`config.mk`:
```
export PLATFORM = sky130hd
export DESIGN_NAME = reg_init_master
export DESIGN_NICKNAME = d
export VERILOG_FILES = /design/src/rtl/reg_init_master.sv
export SDC_FILE = /design/constraint.sdc
export NUM_CORES = 1
export LEC_CHECK = 0
export BUFFER_PORTS_ARGS = -buffer_cell sky130_fd_sc_hd__buf_2
export CAP_MARGIN = 20
export CORE_MARGIN = 2
export CORE_UTILIZATION = 25
export DETAILED_ROUTE_END_ITERATION = 7
export GPL_TIMING_DRIVEN = 1
export HOLD_SLACK_MARGIN = 0.05
export SLEW_MARGIN = 30
export SYNTH_ARGS = -nofsm -noshare
export SYNTH_HDL_FRONTEND = slang
export SYNTH_SLANG_ARGS = --single-unit
```
`constraint.sdc`:
```
create_clock -name clk -period 5.9 [get_ports clk]
set_clock_uncertainty 0.05 [all_clocks]
set_input_delay 0.59 -clock clk [delete_from_list [all_inputs] [get_ports clk]]
set_output_delay 0.59 -clock clk [all_outputs]
set_load 0.05 [all_outputs]
```
`src/rtl/reg_init_master.sv`:
```
// Register-initialisation sequencer: walks an (address, data) init table on start,
// writes each entry on the register bus and optionally reads it back for comparison.
module reg_init_master #(
    parameter int unsigned ADDR_W      = 12,
    parameter int unsigned DATA_W      = 32,
    parameter int unsigned IDX_W       = 4,
    parameter int unsigned NUM_ENTRIES = 4,
    parameter int unsigned VERIFY      = 1,
    parameter int unsigned TIMEOUT     = 255
) (
    input  logic              clk,
    input  logic              reset,
    input  logic              start,
    output logic [IDX_W-1:0]  tbl_idx,
    input  logic [ADDR_W-1:0] tbl_addr,
    input  logic [DATA_W-1:0] tbl_data,
    output logic              reg_req,
    output logic              reg_we,
    output logic [ADDR_W-1:0] reg_addr,
    output logic [DATA_W-1:0] reg_wdata,
    input  logic              reg_ack,
    input  logic [DATA_W-1:0] reg_rdata,
    output logic              busy,
    output logic              done,
    output logic              err_mismatch,
    output logic              err_timeout,
    output logic [IDX_W-1:0]  err_idx,
    output logic [IDX_W:0]    wr_count
);

    localparam int unsigned        CNT_W    = 16;
    localparam logic [IDX_W-1:0]   LAST_IDX = IDX_W'(NUM_ENTRIES - 1);
    localparam logic [CNT_W-1:0]   TO_LAST  = CNT_W'(TIMEOUT - 1);
    localparam logic [ADDR_W-1:0]  END_MARK = '1;

    typedef enum logic [2:0] {
        S_IDLE,
        S_FETCH,
        S_LOAD,
        S_WRITE,
        S_READ,
        S_DONE
    } state_t;

    state_t             state, state_n;
    logic [CNT_W-1:0]   tcnt, tcnt_n;
    logic [IDX_W-1:0]   idx_n, eidx_n;
    logic [ADDR_W-1:0]  addr_n;
    logic [DATA_W-1:0]  wdata_n;
    logic [IDX_W:0]     wrc_n;
    logic               mis_n, to_n;
    logic               busy_n, done_n, req_n, we_n;
    logic               advance, xfer_wait, err_latched;

    always_ff @(posedge clk) begin
        if (reset) begin
            state        <= S_IDLE;
            tcnt         <= '0;
            tbl_idx      <= '0;
            reg_req      <= 1'b0;
            reg_we       <= 1'b0;
            reg_addr     <= '0;
            reg_wdata    <= '0;
            busy         <= 1'b0;
            done         <= 1'b0;
            err_mismatch <= 1'b0;
            err_timeout  <= 1'b0;
            err_idx      <= '0;
            wr_count     <= '0;
        end else begin
            state        <= state_n;
            tcnt         <= tcnt_n;
            tbl_idx      <= idx_n;
            reg_req      <= req_n;
            reg_we       <= we_n;
            reg_addr     <= addr_n;
            reg_wdata    <= wdata_n;
            busy         <= busy_n;
            done         <= done_n;
            err_mismatch <= mis_n;
            err_timeout  <= to_n;
            err_idx      <= eidx_n;
            wr_count     <= wrc_n;
        end
    end

    // Next state plus next value of every registered output.
    always_comb begin
        state_n     = state;
        tcnt_n      = tcnt;
        idx_n       = tbl_idx;
        addr_n      = reg_addr;
        wdata_n     = reg_wdata;
        mis_n       = err_mismatch;
        to_n        = err_timeout;
        eidx_n      = err_idx;
        wrc_n       = wr_count;
        advance     = 1'b0;
        xfer_wait   = 1'b0;
        err_latched = err_mismatch | err_timeout;

        case (state)
            S_IDLE, S_DONE: begin
                if (start) begin
                    state_n = S_FETCH;
                    idx_n   = '0;
                    mis_n   = 1'b0;
                    to_n    = 1'b0;
                    eidx_n  = '0;
                    wrc_n   = '0;
                end
            end
            S_FETCH: state_n = S_LOAD;
            S_LOAD: begin
                addr_n  = tbl_addr;
                wdata_n = tbl_data;
                tcnt_n  = '0;
                state_n = (tbl_addr == END_MARK) ? S_DONE : S_WRITE;
            end
            S_WRITE: begin
                if (reg_ack) begin
                    wrc_n = wr_count + 1'b1;
                    if (VERIFY != 0) begin
                        state_n = S_READ;
                        tcnt_n  = '0;
                    end else begin
                        advance = 1'b1;
                    end
                end else begin
                    xfer_wait = 1'b1;
                end
            end
            S_READ: begin
                if (reg_ack) begin
                    if (reg_rdata != reg_wdata) begin
                        mis_n = 1'b1;
                        if (!err_latched) eidx_n = tbl_idx;
                    end
                    advance = 1'b1;
                end else begin
                    xfer_wait = 1'b1;
                end
            end
            default: state_n = S_IDLE;
        endcase

        // An ack in the limit cycle is handled above, so only a missing ack gets here.
        if (xfer_wait) begin
            if (tcnt == TO_LAST) begin
                to_n    = 1'b1;
                state_n = S_DONE;
                if (!err_latched) eidx_n = tbl_idx;
            end else begin
                tcnt_n = tcnt + 1'b1;
            end
        end

        if (advance) begin
            if (tbl_idx == LAST_IDX) begin
                state_n = S_DONE;
            end else begin
                idx_n   = tbl_idx + 1'b1;
                state_n = S_FETCH;
            end
        end

        busy_n = (state_n == S_FETCH) || (state_n == S_LOAD) ||
                 (state_n == S_WRITE) || (state_n == S_READ);
        req_n  = (state_n == S_WRITE) || (state_n == S_READ);
        we_n   = (state_n == S_WRITE);
        done_n = (state_n == S_DONE);
    end

endmodule

```
==> impl_metrics.csv <==
group,metric,value,unit
floorplan,core-area,0.0152,mm^2
synth,postSynth.topFlopCell,"dfxtp_1",
clock_network,insertion_delay,0.34,ns
setup_path,worst_r2r_path_depth,7,
synth,ys_seq_elements,82,
clock_network,clock-sinks,82,
synth,asyncSetResetFlopFracSynth,0,%
timing,worst_slew_margin_rel,47.4,%
drt,dr_drc_count,0,
min_path,min_to,"reg_addr[9]",
placement,placed_cells_incl_taps,781,
timing,final_hold_viols,0,
clock_network,cts_resized,0,
synth,syn_inst,473,
floorplan,floorplan.die.height,129,um
min_path,worstHoldPathType,"register to register",
min_path,worstHoldStart,"reg_addr[9]",
setup_path,r2r_slack,3.53,ns
placement,port_buffers,142,
run_status,run_status,"finished clean",
global_routing,grt_usage,13.7,%
drt,route.detailed.vias_per_inst,4.68,
global_routing,grt.overflow.total,0,
synth,post_synth_instance_area,0.00388,mm^2
floorplan,die_w,129,um
drt,via_count,3729,
drt,drt-wirelength-per-cell,14.0,um
clock_network,clock_buffer_count_from_cts,9,
finish,fraction_of_final_layout_cells_with_drive_strength_greater_than_1,30.2,%
timing,finalCriticalPeriod,2.37,ns
global_routing,first_global_vias,3517,
clock_network,cts_setup_buffers,0,
power_and_ir_drop,power_leakage,0.00204,uW
global_routing,grt_antenna_before_repair,0,
synth,synthesized_netlist_net_count,557,
setup_path,element_type_at_the_critical_path_start,"register",
drt,dr.pass1.iters,4,
drt,totalWireLength,11100,um
timing,timing.final.max_slew_violations,0,
timing,fin_setup_tns,0,ns
setup_path,worstPathArrival,2.59,ns
setup_path,timing.critical_path.to_type,"register",
setup_path,r2r-end,"tcnt[10]",
clock_network,clkSlewWorstSetupHoldPaths,0.06,ns
clock_network,htree_num_levels,3,
synth,synth_enable_flop_cells,0,
power_and_ir_drop,vdd_ir_drop_max,153,uV
clock_network,cts_buffer_depth,2,
floorplan,die-area,0.0165,mm^2
floorplan,effective_utilization_at_floorplan,25.5,%
placement,place_congestion,0.822,
synth,yosys_warning_count,0,
finish,fin_nets,688,
clock_network,tritoncts,"done",
finish,area_overhead_of_the_layout_relative_to_synthesis,30.4,%
timing,period_share,40.2,%
floorplan,floorplan.rows,45,
synth,synth.distinct_cells,58,
power_and_ir_drop,powerDensity,277,mW/mm^2
job,reported_max_cap_violation_count,0,
finish,finish.cell_count_without_fillers,797,
setup_path,r2r-start,"state[0]",
setup_path,path_class,"register to register",
timing,rsz_0062_raised_after_global_routing,"false",
placement,hpwlAfterDp,8110,um
global_routing,grt_first_pass_wirelength,17900,um
timing,tightestPinTransition,0.789,ns
clock_network,clock_tree.root_cell,"clkbuf_16",
drt,drt_iter0_drc,187,
min_path,hold_depth,2,
floorplan,io_pins,143,
setup_path,crit_fanout,47,
setup_path,timing.critical_path.required,6.12,ns
global_routing,grt_max_degree,48,
synth,seq_area_frac_synth,42.3,%
clock_network,ctsHoldBuffers,0,
finish,ant_cells,0,
timing,setup_violating_endpoint_count_in_the_final_report,0,
synth,synth.avg_cell_area,8.20,um^2
timing,maxClockFrequency,422,MHz
drt,postRouteAntennaNets,0,
==> flip-flops by register name, indices dropped and copies added (netlist names), 3 cells and up <==
name	cells
reg_addr	12
state	3
reg_wdata	32
tbl_idx	4
tcnt	16
err_idx	4
wr_count	5
==> synth_stat cells, types with 6 or more instances <==
library cell | number | share of area (%)
xnor2_1 | 35 | 7.9
nand2_1 | 119 | 12
a21oi_1 | 55 | 7.1
nand3_1 | 12 | 1.5
clkbuf_1 | 18 | 1.7
nor3_1 | 13 | 1.7
nand4_1 | 18 | 2.9
inv_1 | 7 | 0.68
nor2_1 | 20 | 1.9
mux2_2 | 7 | 2.0
xor2_1 | 6 | 1.4
dfxtp_1 | 82 | 42
==> through the flow <==
step | power [uW] | setup WS (ns) | area (um^2) | hold slack [ns] | utilization, %
finish | 1400 | 3.53 | 5060 | 0.401 | 33.3
global route | 1470 | 3.29 | 5060 | 0.418 | 33.3
CTS | 1420 | 3.49 | 5060 | 0.406 | 33.3
detailed placement | 835 | 3.22 | 4750 | 0.397 | 31.3
global placement | 835 | 3.24 | 4750 | 0.393 | 31.3
floorplan | 760 | 3.86 | 3880 | 0.413 | -
==> per-layer routing <==
layer	track usage [%]	routed length [um]	share of wire (%)
met3	5.07	733	6.6
met4	4.48	198	1.8
met2	21.3	4960	45
met5	0	0	0
met1	17.8	5250	47
==> layout by cell type (no fill, tap or decap), types with 2 or more instances in the layout <==
cell	instances
buf_2	142
nand2_1	119
dfxtp_1	82
a21oi_1	55
xnor2_1	35
nor2_1	19
nand4_1	18
nor3_1	13
nand3_1	12
clkbuf_16	9
inv_1	7
mux2_2	7
xor2_1	6
a21o_1	4
a22oi_1	4
o21ai_0	4
o211ai_1	4
ha_1	4
nand2b_1	3
a221oi_1	3
nor4_1	3
and3_1	3
o22ai_1	3
or3_2	3
o31ai_1	2
a311oi_1	2
and2_1	2
nor3_2	2
clkinvlp_4	2
buf_4	2
==> critical path, cell delays in order, from the launching register on <==
cell	delay, ns
dfxtp_1	0.53
nand2b_1	0.25
nor2_4	0.04
buf_4	0.29
nor2_1	0.67
nand2_1	0.10
mux2_1	0.30
nor2_1	0.08
==> power by group <==
group          switching [uW]  internal [uW]
registers                18.9            574
clock network             237            342
logic                     156           72.8
total                     412            989
==> how the worst max path moves through the flow <==
| stage | start | slack [ns] | to |
|---|---|---|---|
| 2_1_floorplan | tcnt[10] | 3.86 | tcnt[15] |
| 3_3_place_gp | reg_rdata[0] | 3.24 | err_idx[1] |
| 4_1_cts | state[0] | 3.49 | tcnt[10] |
| 3_5_place_dp | reg_rdata[0] | 3.22 | err_idx[2] |
| 6_report | state[0] | 3.53 | tcnt[10] |
| 5_1_grt | state[0] | 3.29 | tcnt[10] |
==> logic make-up after synthesis <==
logic type	Yosys count	synth area share, %
simple gates	216	27.4
compound gates	90	14.0
flops	82	42.3
xor+xnor	41	9.25
buf+inv	31	3.16
mux	8	2.32
fa+ha+maj	5	1.55
==> final cells by class <==
type	count	area (um^2)
multi-input cells	360	2130
inverters	7	26.3
clock buffers	11	243
fillers	1679	10100
repair buffers	144	726
well taps	188	235
flip-flops and latches	82	1640
clock inverters	5	62.6
Note: power is estimated with default switching activity, not from simulation.
